--- config.mk ---
export PLATFORM = sky130hd
export DESIGN_NAME = uart_tx_core
export DESIGN_NICKNAME = d
export VERILOG_FILES = /design/src/rtl/uart_pkg.sv /design/src/rtl/uart_bit_timer.sv /design/src/rtl/uart_tx_core.sv
export SDC_FILE = /design/constraint.sdc
export NUM_CORES = 1
export LEC_CHECK = 0
export CAP_MARGIN = 40
export CORE_MARGIN = 1
export CORE_UTILIZATION = 57
export CTS_CLUSTER_DIAMETER = 40
export CTS_CLUSTER_SIZE = 28
export DETAILED_ROUTE_END_ITERATION = 10
export GPL_ROUTABILITY_DRIVEN = 0
export MAX_ROUTING_LAYER = met4
export PLACE_DENSITY_LB_ADDON = 0.08
export SLEW_MARGIN = 15
export SYNTH_ARGS = -nofsm -noshare
export SYNTH_HDL_FRONTEND = slang
export SYNTH_SLANG_ARGS = --single-unit
--- constraint.sdc ---
create_clock -name clk -period 3.72 [get_ports clk]
set_clock_uncertainty 0.05 [all_clocks]
set_input_delay 0.372 -clock clk [delete_from_list [all_inputs] [get_ports clk]]
set_output_delay 0.372 -clock clk [all_outputs]
set_load 0.005 [all_outputs]
--- src/rtl/uart_pkg.sv ---
// Shared UART definitions: FSM state encoding, parity-mode codes and default
// frame parameters, shared by the TX core and the future RX core.
package uart_pkg;

    localparam int unsigned DATA_W_DEF       = 8;
    localparam int unsigned CLKS_PER_BIT_DEF = 16;

    // parity_mode encodings; 2'b11 is treated as none
    localparam logic [1:0] PAR_NONE = 2'b00;
    localparam logic [1:0] PAR_EVEN = 2'b01;
    localparam logic [1:0] PAR_ODD  = 2'b10;

    typedef enum logic [2:0] {
        IDLE,
        START,
        DATA,
        PARITY,
        STOP
    } uart_state_e;

endpackage

--- src/rtl/uart_bit_timer.sv ---
// Bit-period timer: counts clk cycles and flags the last cycle of every
// CLKS_PER_BIT-cycle bit period.
// Ports:
//   clk, reset   clock and asynchronous active-low reset
//   clear        synchronous clear; holds the count at 0
//   bit_end      high on the last cycle of a bit period (count == CLKS_PER_BIT-1)
//   near_end_c   high on the cycle before bit_end (count == CLKS_PER_BIT-2)
module uart_bit_timer
    import uart_pkg::*;
#(
    parameter int unsigned CLKS_PER_BIT = CLKS_PER_BIT_DEF
) (
    input  logic clk,
    input  logic reset,
    input  logic clear,
    output logic bit_end,
    output logic near_end_c
);

    localparam int unsigned CNT_W = $clog2(CLKS_PER_BIT);

    logic [CNT_W-1:0] count;

    // Both flags decode the count register only.
    assign bit_end    = (count == CNT_W'(CLKS_PER_BIT - 1));
    assign near_end_c = (count == CNT_W'(CLKS_PER_BIT - 2));

    // Free-running period counter, wrapping at the end of each bit.
    always_ff @(posedge clk or negedge reset) begin
        if (!reset) begin
            count <= '0;
        end else if (clear || bit_end) begin
            count <= '0;
        end else begin
            count <= count + CNT_W'(1);
        end
    end

endmodule

--- src/rtl/uart_tx_core.sv ---
// Parametrised UART transmitter: DATA_W data bits LSB first, optional
// even/odd parity, one or two stop bits, valid/ready host handshake.
// Ports:
//   clk, reset    clock and asynchronous active-low reset
//   tx_valid      host presents a word
//   tx_ready      core accepts a word this cycle (high only in IDLE)
//   tx_data       word to send, latched at accept
//   parity_mode   00 none, 01 even, 10 odd, 11 none; latched at accept
//   stop2         0: one stop bit, 1: two stop bits; latched at accept
//   tx_out        serial line, idle high
//   busy          frame in progress
//   tx_done       one-cycle pulse on the last clk of the final stop bit
module uart_tx_core
    import uart_pkg::*;
#(
    parameter int unsigned DATA_W       = DATA_W_DEF,
    parameter int unsigned CLKS_PER_BIT = CLKS_PER_BIT_DEF
) (
    input  logic              clk,
    input  logic              reset,
    input  logic              tx_valid,
    output logic              tx_ready,
    input  logic [DATA_W-1:0] tx_data,
    input  logic [1:0]        parity_mode,
    input  logic              stop2,
    output logic              tx_out,
    output logic              busy,
    output logic              tx_done
);

    localparam int unsigned IDX_W = $clog2(DATA_W);
    localparam logic [IDX_W-1:0] LAST_BIT = IDX_W'(DATA_W - 1);

    uart_state_e       state, state_next;
    logic [DATA_W-1:0] shreg, shreg_next;
    logic [IDX_W-1:0]  bit_idx, bit_idx_next;
    logic              par_en, par_en_next;
    logic              par_bit, par_bit_next;
    logic              stop2_q, stop2_next;
    logic              tx_out_next;
    logic              tx_done_next;
    logic              timer_clear;
    logic              bit_end;
    logic              near_end_c;

    // Bit timer is held at zero in IDLE so START begins a full period.
    uart_bit_timer #(
        .CLKS_PER_BIT (CLKS_PER_BIT)
    ) u_bit_timer (
        .clk        (clk),
        .reset      (reset),
        .clear      (timer_clear),
        .bit_end    (bit_end),
        .near_end_c (near_end_c)
    );

    // State, datapath and output registers.
    always_ff @(posedge clk or negedge reset) begin
        if (!reset) begin
            state    <= IDLE;
            shreg    <= '0;
            bit_idx  <= '0;
            par_en   <= 1'b0;
            par_bit  <= 1'b0;
            stop2_q  <= 1'b0;
            tx_out   <= 1'b1;
            tx_ready <= 1'b1;
            busy     <= 1'b0;
            tx_done  <= 1'b0;
        end else begin
            state    <= state_next;
            shreg    <= shreg_next;
            bit_idx  <= bit_idx_next;
            par_en   <= par_en_next;
            par_bit  <= par_bit_next;
            stop2_q  <= stop2_next;
            tx_out   <= tx_out_next;
            tx_ready <= (state_next == IDLE);
            busy     <= (state_next != IDLE);
            tx_done  <= tx_done_next;
        end
    end

    // Next-state and next-output logic.
    always_comb begin
        state_next   = state;
        shreg_next   = shreg;
        bit_idx_next = bit_idx;
        par_en_next  = par_en;
        par_bit_next = par_bit;
        stop2_next   = stop2_q;
        timer_clear  = 1'b0;
        tx_done_next = 1'b0;
        tx_out_next  = 1'b1;

        case (state)
            IDLE: begin
                timer_clear = 1'b1;
                if (tx_valid) begin
                    state_next   = START;
                    shreg_next   = tx_data;
                    bit_idx_next = '0;
                    par_en_next  = (parity_mode == PAR_EVEN) || (parity_mode == PAR_ODD);
                    par_bit_next = (parity_mode == PAR_ODD) ? ~^tx_data : ^tx_data;
                    stop2_next   = stop2;
                end
            end
            START: begin
                if (bit_end) begin
                    state_next = DATA;
                end
            end
            DATA: begin
                if (bit_end) begin
                    shreg_next = shreg >> 1;
                    if (bit_idx == LAST_BIT) begin
                        bit_idx_next = '0;
                        state_next   = par_en ? PARITY : STOP;
                    end else begin
                        bit_idx_next = bit_idx + IDX_W'(1);
                    end
                end
            end
            PARITY: begin
                if (bit_end) begin
                    state_next = STOP;
                end
            end
            STOP: begin
                // bit_idx counts stop bits here; the last one ends the frame.
                if (bit_idx == IDX_W'(stop2_q)) begin
                    tx_done_next = near_end_c;
                    if (bit_end) begin
                        state_next = IDLE;
                    end
                end else if (bit_end) begin
                    bit_idx_next = bit_idx + IDX_W'(1);
                end
            end
            default: begin
                state_next = IDLE;
            end
        endcase

        // Line level for the cycle following this edge.
        case (state_next)
            START:   tx_out_next = 1'b0;
            DATA:    tx_out_next = shreg_next[0];
            PARITY:  tx_out_next = par_bit_next;
            default: tx_out_next = 1'b1;
        endcase
    end

endmodule

==> run metrics, run 1 <==
Final Worst Setup Slack=1.74 ns; Pleak=0.689 nW; core area=0.00204 sq mm; grt ovf=0; final hold vios=0; CTS root buffer=clkbuf_4; initial core utilization=63.5%; Via density=5.76; # rows=16; ys async rst share=100%; first-pass GRT wire length=4.28 mm; post-synth top area share=44.4%; Die Width=49.7 um; Nets=166; vias in the first global route=1004; antenna violations before repair=0; Post-synth EDFFs=0; Top Ports=18; final HPWL from detailed placement=1.93 mm; # port buffers=17; Clock transition at path regs=0.14 ns; status=complete, no violations; Peak VDD IR=0.421 mV; CP startpoint kind=flip-flop; Max Clk Rate=505 MHz; CTS H-Tree Depth=1; largest net degree at the start of global routing=18; FF+latch count, synth=25; Residual DRC=0; Layout area overhead=17.6%; Avg WL per Cell=14.1 um; GR Util met2=41.9%; PostCTS Resize Cnt=0; power density over the cells=598 mW/mm^2; Synth warnings=0; GRT busiest layer=met2; Util after Layout=74.8%; Area contributors post-synth=dfrtp_1, nand2_1, xnor2_1, ha_1, dfstp_2; Slew Limit Headroom=59.7%; die height=49.7 um; Slew Limit Fails=0; final hold slack=0.322 ns; most frequent cells after synthesis=dfrtp_1, nand2_1, nor2_1; met3 GRT Util=3.70%; Filler Cells Inserted=170; Routed WL=2.45 mm; DR pass1 iterations=4; Slew @ Worst Pin=0.602 ns; vias after detailed routing=997; critical-path cell list=ha_1, and4_4, o21ai_1, a21boi_1, or2_1, mux2_1; cell area after synthesis=0.00130 sq mm; layout cells sized above 1=6.85%; GRT Util Overall=24.4%; met1 usage=27.1%; hold_buf cts=0; register area share after synthesis=48.4%; minimum clock period=1.98 ns; Syn Nets=147; n_diodes=0; dominant synthesized flop cell=dfrtp_1; Sink Count=25; Die Area=0.00247 sq mm; CTS tree=yes; most common cell in the synthesized netlist=dfrtp_1; worst min path class=in2async; setup_tns=0 ns; CP max-delay cell=dfrtp_1; Worst Setup Path Type=reg2reg; Setup crit end kind=flip-flop; final setup fails=0; family with the most delay on the worst path=flip-flops; Cells after Synth=128; Num CTS Buffers=3; CP required=3.89 ns; RSZ-0062 raised after global routing=no; MaxCap Viol Count=0; CP arrival=2.15 ns; worst-path fanout max=4; CP Buf/Inv Count=0; fin crit share=53.2%; highest cell delay on the worst timing path=0.43 ns; initial DRC count=17; syn_area_per_cell=10.1 sq um; ANT nets after route=0; Clock Latency Late Sink=0.32 ns; Placement Setup Slack=1.56 ns; Yosys top cell by area=dfrtp_1; clk buf depth=2; postcts setup bufs=0; Yosys cell types=38
-- worst paths after layout --
kind | to | slack, ns | from | depth (start not counted)
worst max-delay path | bit_idx[2] | 1.74 | u_bit_timer.count[0] | 6
worst min-delay path | tx_done | 0.32 | reset | 1
worst max register to register | bit_idx[2] | 1.74 | u_bit_timer.count[0] | 6
worst min register to register | u_bit_timer.count[0] | 0.45 | u_bit_timer.count[0] | 1
max in group asynchronous | tx_out | 2.75 | reset | 2
min in group clk | u_bit_timer.count[0] | 0.45 | u_bit_timer.count[0] | 1
-- layout make-up --
cell class | instances | area (sq um) | share of cell area, %
sequential | 25 | 628 | 41.1
inverter | 4 | 15.0 | 0.984
clock inverter | 1 | 5.00 | 0.328
tap | 27 | 33.8 | 2.21
multi-input combinational | 95 | 624 | 40.9
clock buffer | 3 | 22.5 | 1.48
timing repair buffer | 18 | 198 | 13.0
-- cell usage in the layout (no fill, tap or decap), types with 2 or more instances in the layout --
cell type,n
a21o_1,2
a21oi_1,2
a22oi_1,6
clkbuf_4,3
clkdlybuf4s50_1,17
dfrtp_1,23
dfstp_2,2
ha_1,5
inv_1,4
nand2_1,20
nand2b_1,4
nand3_1,3
nor2_1,10
nor2b_1,2
nor3_1,2
o21ai_0,4
o21ai_1,4
or2_1,2
xnor2_1,8
xor2_1,3
-- state kept, by name (all words and copies together) (netlist names), 3 cells and up --
register	count
bit_idx	3
state	3
u_bit_timer.count	4
shreg	8
-- layer usage --
metal | wire length, um | share of wire [%]
met1 | 1040 | 42
met2 | 1250 | 51
met3 | 99 | 4.0
met4 | 59 | 2.4
met5 | 0 | 0
-- report_power, final --
group          switching (mW)  internal [mW]
logic                   0.160          0.155
clock network          0.0813         0.0403
registers              0.0982          0.378
-- worst reg2reg max path, delay by kind of cell, from the launching register on --
kind            cells  cell delay, ns
flops               1            0.43
compound gates      2            0.37
mux                 1            0.33
simple gates        2            0.43
fa+ha+maj           1            0.26
-- metrics by stage --
stage	power [mW]	instances	cell area, sq um
floorplan	0.696	128	1300
global placement	0.774	168	1470
detailed placement	0.799	169	1500
CTS	0.919	173	1530
global route	0.984	173	1530
finish	0.913	173	1530
-- cells by family (layout without fill, tap and decap cells) --
group	after synthesis	count (layout)	synth area share, %
compound gates	26	26	14.2
simple gates	52	52	20.8
xor+xnor	11	11	7.43
buf+inv	8	26	3.47
mux	1	1	0.868
fa+ha+maj	5	5	4.82
flops	25	25	48.4
Power figures use the tool's default switching activity.
==> run 2: changes to the inputs <==
--- a/config.mk
+++ b/config.mk
@@ -7,7 +7,7 @@
 export LEC_CHECK = 0
 export CAP_MARGIN = 40
 export CORE_MARGIN = 1
-export CORE_UTILIZATION = 57
+export CORE_UTILIZATION = 48
 export CTS_CLUSTER_DIAMETER = 40
 export CTS_CLUSTER_SIZE = 28
 export DETAILED_ROUTE_END_ITERATION = 10
==> constraint.sdc (replaced) <==
create_clock -name clk -period 1.6 [get_ports clk]
set_clock_uncertainty 0.05 [all_clocks]
set_input_delay 0.16 -clock clk [delete_from_list [all_inputs] [get_ports clk]]
set_output_delay 0.16 -clock clk [all_outputs]
set_load 0.005 [all_outputs]
==> run 2 against run 1 <==
- the flow now finishes with violations (negative setup slack)
- clock power up 140%
- count of clock-buffer cells in the layout unchanged
- combinational power rose to 3.7 times the previous value
- critical endpoint unchanged
- highest routed layer is now met3
==> run metrics, run 2 (synthesized netlist as in run 1, its figures left out) <==
worst setup path endpoint=bit_idx[2]; final hold vios=0; Routed WL=2.67 mm; Placement Setup Slack=-0.169 ns; Multi-input gate area=729 sq um; most frequent cells in the layout=buf_4, dfrtp_1, nand2_1; R2R depth=6; ANT nets after route=0; power density over the cells=1390 mW/mm^2; Reg-to-Reg End=bit_idx[2]; Slew Limit Fails=0; Die Area=0.00291 sq mm; core area=0.00252 sq mm; layout cells sized above 1=31.4%; commonest non-fill, non-tap cell in the layout=buf_4; grt ovf=0; Slew @ Worst Pin=0.321 ns; clk buf depth=2; CP startpoint kind=flip-flop; die height=54.0 um; fin crit share=107%; Final Worst Setup Slack=-0.118 ns; cell-internal power=1.60 mW; Die Width=54.0 um; Clock Latency Late Sink=0.32 ns; GRT Util Overall=21.3%; DR pass1 iterations=4; Slew Limit Headroom=78.6%; R2R Setup Slk=-0.12 ns; Sink Count=25; Reg with most FFs=shreg; final setup fails=6; setup_tns=-0.355 ns; Clock transition at path regs=0.15 ns; CP required=1.77 ns; Clk pwr share=11.6%; Largest register FFs=8; largest registers=shreg: 8 flops, u_bit_timer.count: 4 flops; Logic pwr share=46.7%; Avg WL per Cell=13.2 um; final HPWL from detailed placement=1.91 mm; Setup crit end kind=flip-flop; status=finished, violations left; Post-DP Area=0.00167 sq mm; antenna violations before repair=0; first-pass GRT wire length=4.44 mm; Via density=5.12; Top Ports=18; Max Clk Rate=582 MHz; Pleak=0.844 nW; # rows=18; initial core utilization=51.4%; worst-path fanout max=4; MaxCap Viol Count=0; r2r startpoint=u_bit_timer.count[1]; switching share of total power=36.8%; RSZ-0062 raised after global routing=yes; vias after detailed routing=1035; CTS root buffer=clkbuf_4; largest net degree at the start of global routing=26; Worst Setup Path Type=reg2reg; CTS H-Tree Depth=1; Power, Total=2.53 mW; minimum clock period=1.72 ns; n_diodes=0; fin area=0.00182 sq mm; Num CTS Buffers=3; Filler Cells Inserted=195; CTS tree=yes; initial DRC count=15; # port buffers=17; Seq pwr share=41.6%; Nets=192; register area=628 sq um; net switching power figure=0.932 mW; Residual DRC=0; CP Launch Point=u_bit_timer.count[1]; vias in the first global route=1023; hold_buf cts=0; CP arrival=1.89 ns; failing checks=negative setup slack; Peak VDD IR=0.851 mV; worst min path class=in2async; Layout area overhead=40.1%
## run 2: layout make-up
class	instances	share of cell area (%)
Tap cell	30	2.06
Sequential cell	25	34.5
Clock inverter	1	0.413
Inverter	4	0.826
Clock buffer	3	1.24
Timing Repair Buffer	44	20.8
Multi-Input combinational cell	95	40.1
## run 2: power groups by stage
stage,clock network (mW),registers [mW],logic (mW)
3_5_place_dp,0,1.05,1.04
4_1_cts,0.305,1.05,1.11
3_3_place_gp,0,1.04,1.00
5_1_grt,0.332,1.08,1.32
2_1_floorplan,0,1.03,0.611
6_report,0.295,1.05,1.18
## run 2: worst min-delay path by stage
stage / cells past startpoint / end
final: 2 / state[0]
after global routing: 2 / bit_idx[2]
after CTS: 2 / state[0]
after detailed placement: 2 / shreg[4]
after global placement: 2 / shreg[3]
after floorplan: 0 / bit_idx[0]
## run 2: layer usage
| layer | global-route usage (%) | up-vias | routed length (um) |
|---|---|---|---|
| met5 | - | - | 0 |
| met4 | 3.85 | 0 | 0 |
| met3 | 3.67 | 0 | 94 |
| met2 | 31.9 | 20 | 1240 |
| met1 | 30.2 | 488 | 1340 |
| li1 | - | 527 | - |
## run 2: worst max-delay path: stages (launching register included)
cell and delay (ns):
dfrtp_1 0.42, ha_4 0.16, and4_4 0.24, o21ai_2 0.06
a21boi_2 0.15, or2_4 0.24, mux2_4 0.29
## run 2: stage by stage
stage,util (%),instances,hold slack (ns)
6_report,72.1,202,0.139
5_1_grt,72.1,202,0.169
4_1_cts,69.4,199,0.148
3_5_place_dp,66.1,194,0.413
3_3_place_gp,66.1,194,0.408
2_1_floorplan,-,128,-0.186
## run 2: timing repair
action | CTS | global route
endpoints found under the setup margin | 7 | 9
endpoints found under the hold margin | 0 | 0
setup buffers | 1 | 3
pin swaps | 4 | 8
resized for setup | 9 | 11
==> run 3: changes to the inputs <==
--- a/config.mk
+++ b/config.mk
@@ -5,10 +5,10 @@
 export SDC_FILE = /design/constraint.sdc
 export NUM_CORES = 1
 export LEC_CHECK = 0
+export ABC_AREA = 1
 export CAP_MARGIN = 40
 export CORE_MARGIN = 1
-export CORE_UTILIZATION = 48
-export CTS_CLUSTER_DIAMETER = 40
+export CORE_UTILIZATION = 49
 export CTS_CLUSTER_SIZE = 28
 export DETAILED_ROUTE_END_ITERATION = 10
 export GPL_ROUTABILITY_DRIVEN = 0
==> run 3 against run 2 <==
- critical endpoint is now busy
- largest cell class unchanged
- non-clock buffer count fell by 14
- the flow still finishes with violations (negative setup slack)
- synthesized cell count rose by 38%
- global-route usage fell by 0.97 points
==> run metrics, run 3 <==
status=finished, violations left; failing checks=negative setup slack; Syn Nets=196; fin area=0.00186 sq mm; CTS root buffer=clkbuf_4; Reg with most FFs=shreg; Slew @ Worst Pin=0.318 ns; hold_buf cts=0; CTS tree=yes; most common cell in the synthesized netlist=nand2_1; Inst Count DP=235; Placement Setup Slack=-0.129 ns; most frequent cells in the layout=nand2_1, inv_1, dfrtp_1; initial DRC count=34; grt ovf=0; Max Clk Rate=585 MHz; Non-Filler Instances=242; WL met1=1.28 mm; Die Area=0.00317 sq mm; CP required=1.79 ns; Final Worst Setup Slack=-0.111 ns; core area=0.00278 sq mm; Clock Latency Late Sink=0.32 ns; Peak VDD IR=1.06 mV; R2R depth=12; cell area after synthesis=0.00144 sq mm; antenna violations before repair=0; worst min path class=in2async; vias in the first global route=1157; family with the most delay on the worst path=simple AND/OR/NAND/NOR gates; FF+latch count, synth=25; vias after detailed routing=1204; largest registers=shreg: 8 flops, u_bit_timer.count: 4 flops; highest cell delay on the worst timing path=0.39 ns; critical-path cell list=ha_2, ha_4, inv_2, or2_1, nor2_1, nor2_1, nand2_1, nand2_4, nor2_4, inv_2, nor2_4, inv_2; first-pass GRT wire length=4.84 mm; Layout area overhead=29.0%; final HPWL from detailed placement=2.11 mm; die height=56.3 um; CP max-delay cell=dfrtp_1; minimum clock period=1.71 ns; Post-DP Area=0.00173 sq mm; syn_area_per_cell=8.15 sq um; most frequent cells after synthesis=nand2_1, inv_1, dfrtp_1; # rows=19; Num CTS Buffers=3; Nets=231; Most common cell on crit path=inv_2; Largest register FFs=8; routed wl met3=83 um; ys async rst share=100%; r2r startpoint=bit_idx[0]; Slew Limit Headroom=78.8%; Synth warnings=0; Setup crit end kind=flip-flop; # port buffers=17; Residual DRC=0; ANT nets after route=0; largest net degree at the start of global routing=26; met2 WL post-DR=1.40 mm; CP arrival=1.90 ns; Reg-to-Reg End=busy; Yosys cell types=32; layout cells sized above 1=24.6%; GRT Util Overall=20.3%; RSZ-0062 raised after global routing=yes; power density over the cells=1310 mW/mm^2; Area contributors post-synth=dfrtp_1, nand2_1, inv_1, nand3_1, nor2_1; Avg WL per Cell=11.5 um; Routed WL=2.79 mm; Pleak=0.967 nW; Sink Count=25; R2R Setup Slk=-0.11 ns; Top Ports=18; fin crit share=107%; Post-synth EDFFs=0; CTS H-Tree Depth=1; n_diodes=0; Slew Limit Fails=0; Via density=4.98; final setup fails=3; Die Width=56.3 um; Yosys top cell by area=dfrtp_1; CP startpoint kind=flip-flop; clk buf depth=2; register area share after synthesis=43.5%; commonest non-fill, non-tap cell in the layout=nand2_1; final hold vios=0; initial core utilization=51.9%; Clock transition at path regs=0.14 ns; worst-path fanout max=4; DR pass1 iterations=4; Max Used Layer=met4; CP Buf/Inv Count=3; Cells after Synth=177; MaxCap Viol Count=0; post-synth top area share=39.9%; dominant synthesized flop cell=dfrtp_1; Worst Setup Path Type=reg2reg
run 3: cell count changes after synthesis, sizes merged, moves of 6 or more:
cell,previous run,this run
inv,4,34
nor2,10,21
xnor2,8,1
a22oi,6,0
nand3,3,17
nand2,20,45
run 3: per-layer routing:
metal / vias to the layer above / track usage [%]
met5: - / -
met4: 0 / 6.27
met3: 4 / 4.15
met2: 17 / 33.0
met1: 553 / 25.8
li1: 630 / -
run 3: cell families after synthesis:
| family | Yosys count | synth area share, % |
|---|---|---|
| AND/OR/NAND/NOR | 89 | 30.6 |
| flip-flops | 25 | 43.5 |
| AO/OA/AOI/OAI | 20 | 10.2 |
| XOR/XNOR | 3 | 1.82 |
| adder cells (fa/ha/maj) | 5 | 4.34 |
| buffers and inverters | 35 | 9.45 |
run 3: area by class of cell:
type / count / area (sq um)
multi-input cells: 117 / 749
repair buffers: 30 / 277
inverters: 35 / 140
well taps: 31 / 38.8
flip-flops and latches: 25 / 628
clock inverters: 1 / 5.00
fillers: 241 / 921
clock buffers: 3 / 22.5
run 3: per-stage QoR:
step | utilization [%] | setup TNS, ns | hold slack, ns | power [mW]
after global routing | 66.9 | -0.648 | 0.134 | 2.65
after floorplan | - | -0.0105 | -0.186 | 1.69
after CTS | 64.6 | -0.290 | 0.141 | 2.35
after global placement | 62.1 | -0.149 | 0.420 | 1.99
after detailed placement | 62.1 | -0.267 | 0.430 | 2.02
final | 66.9 | -0.228 | 0.126 | 2.44
run 3: power by group:
part	leakage, nW	switching, mW	total, mW	internal, mW
Combinational	0.642	0.602	1.13	0.532
Sequential	0.308	0.149	1.02	0.873
Clock	0.0177	0.195	0.289	0.0939
Total	0.967	0.946	2.44	1.50
run 3: worst max-delay path by stage:
stage / startpoint / endpoint / cells past startpoint
after floorplan: bit_idx[0] / busy / 12
after global placement: bit_idx[0] / busy / 12
after detailed placement: bit_idx[0] / busy / 12
after CTS: bit_idx[0] / busy / 12
after global routing: bit_idx[0] / busy / 12
final: bit_idx[0] / busy / 12
run 3: repair_timing:
action,in CTS,in global routing
gates resized for setup,9,12
buffers inserted,1,2
endpoints found under the hold margin,0,0
pin swaps,7,7
setup endpoints to repair,3,10
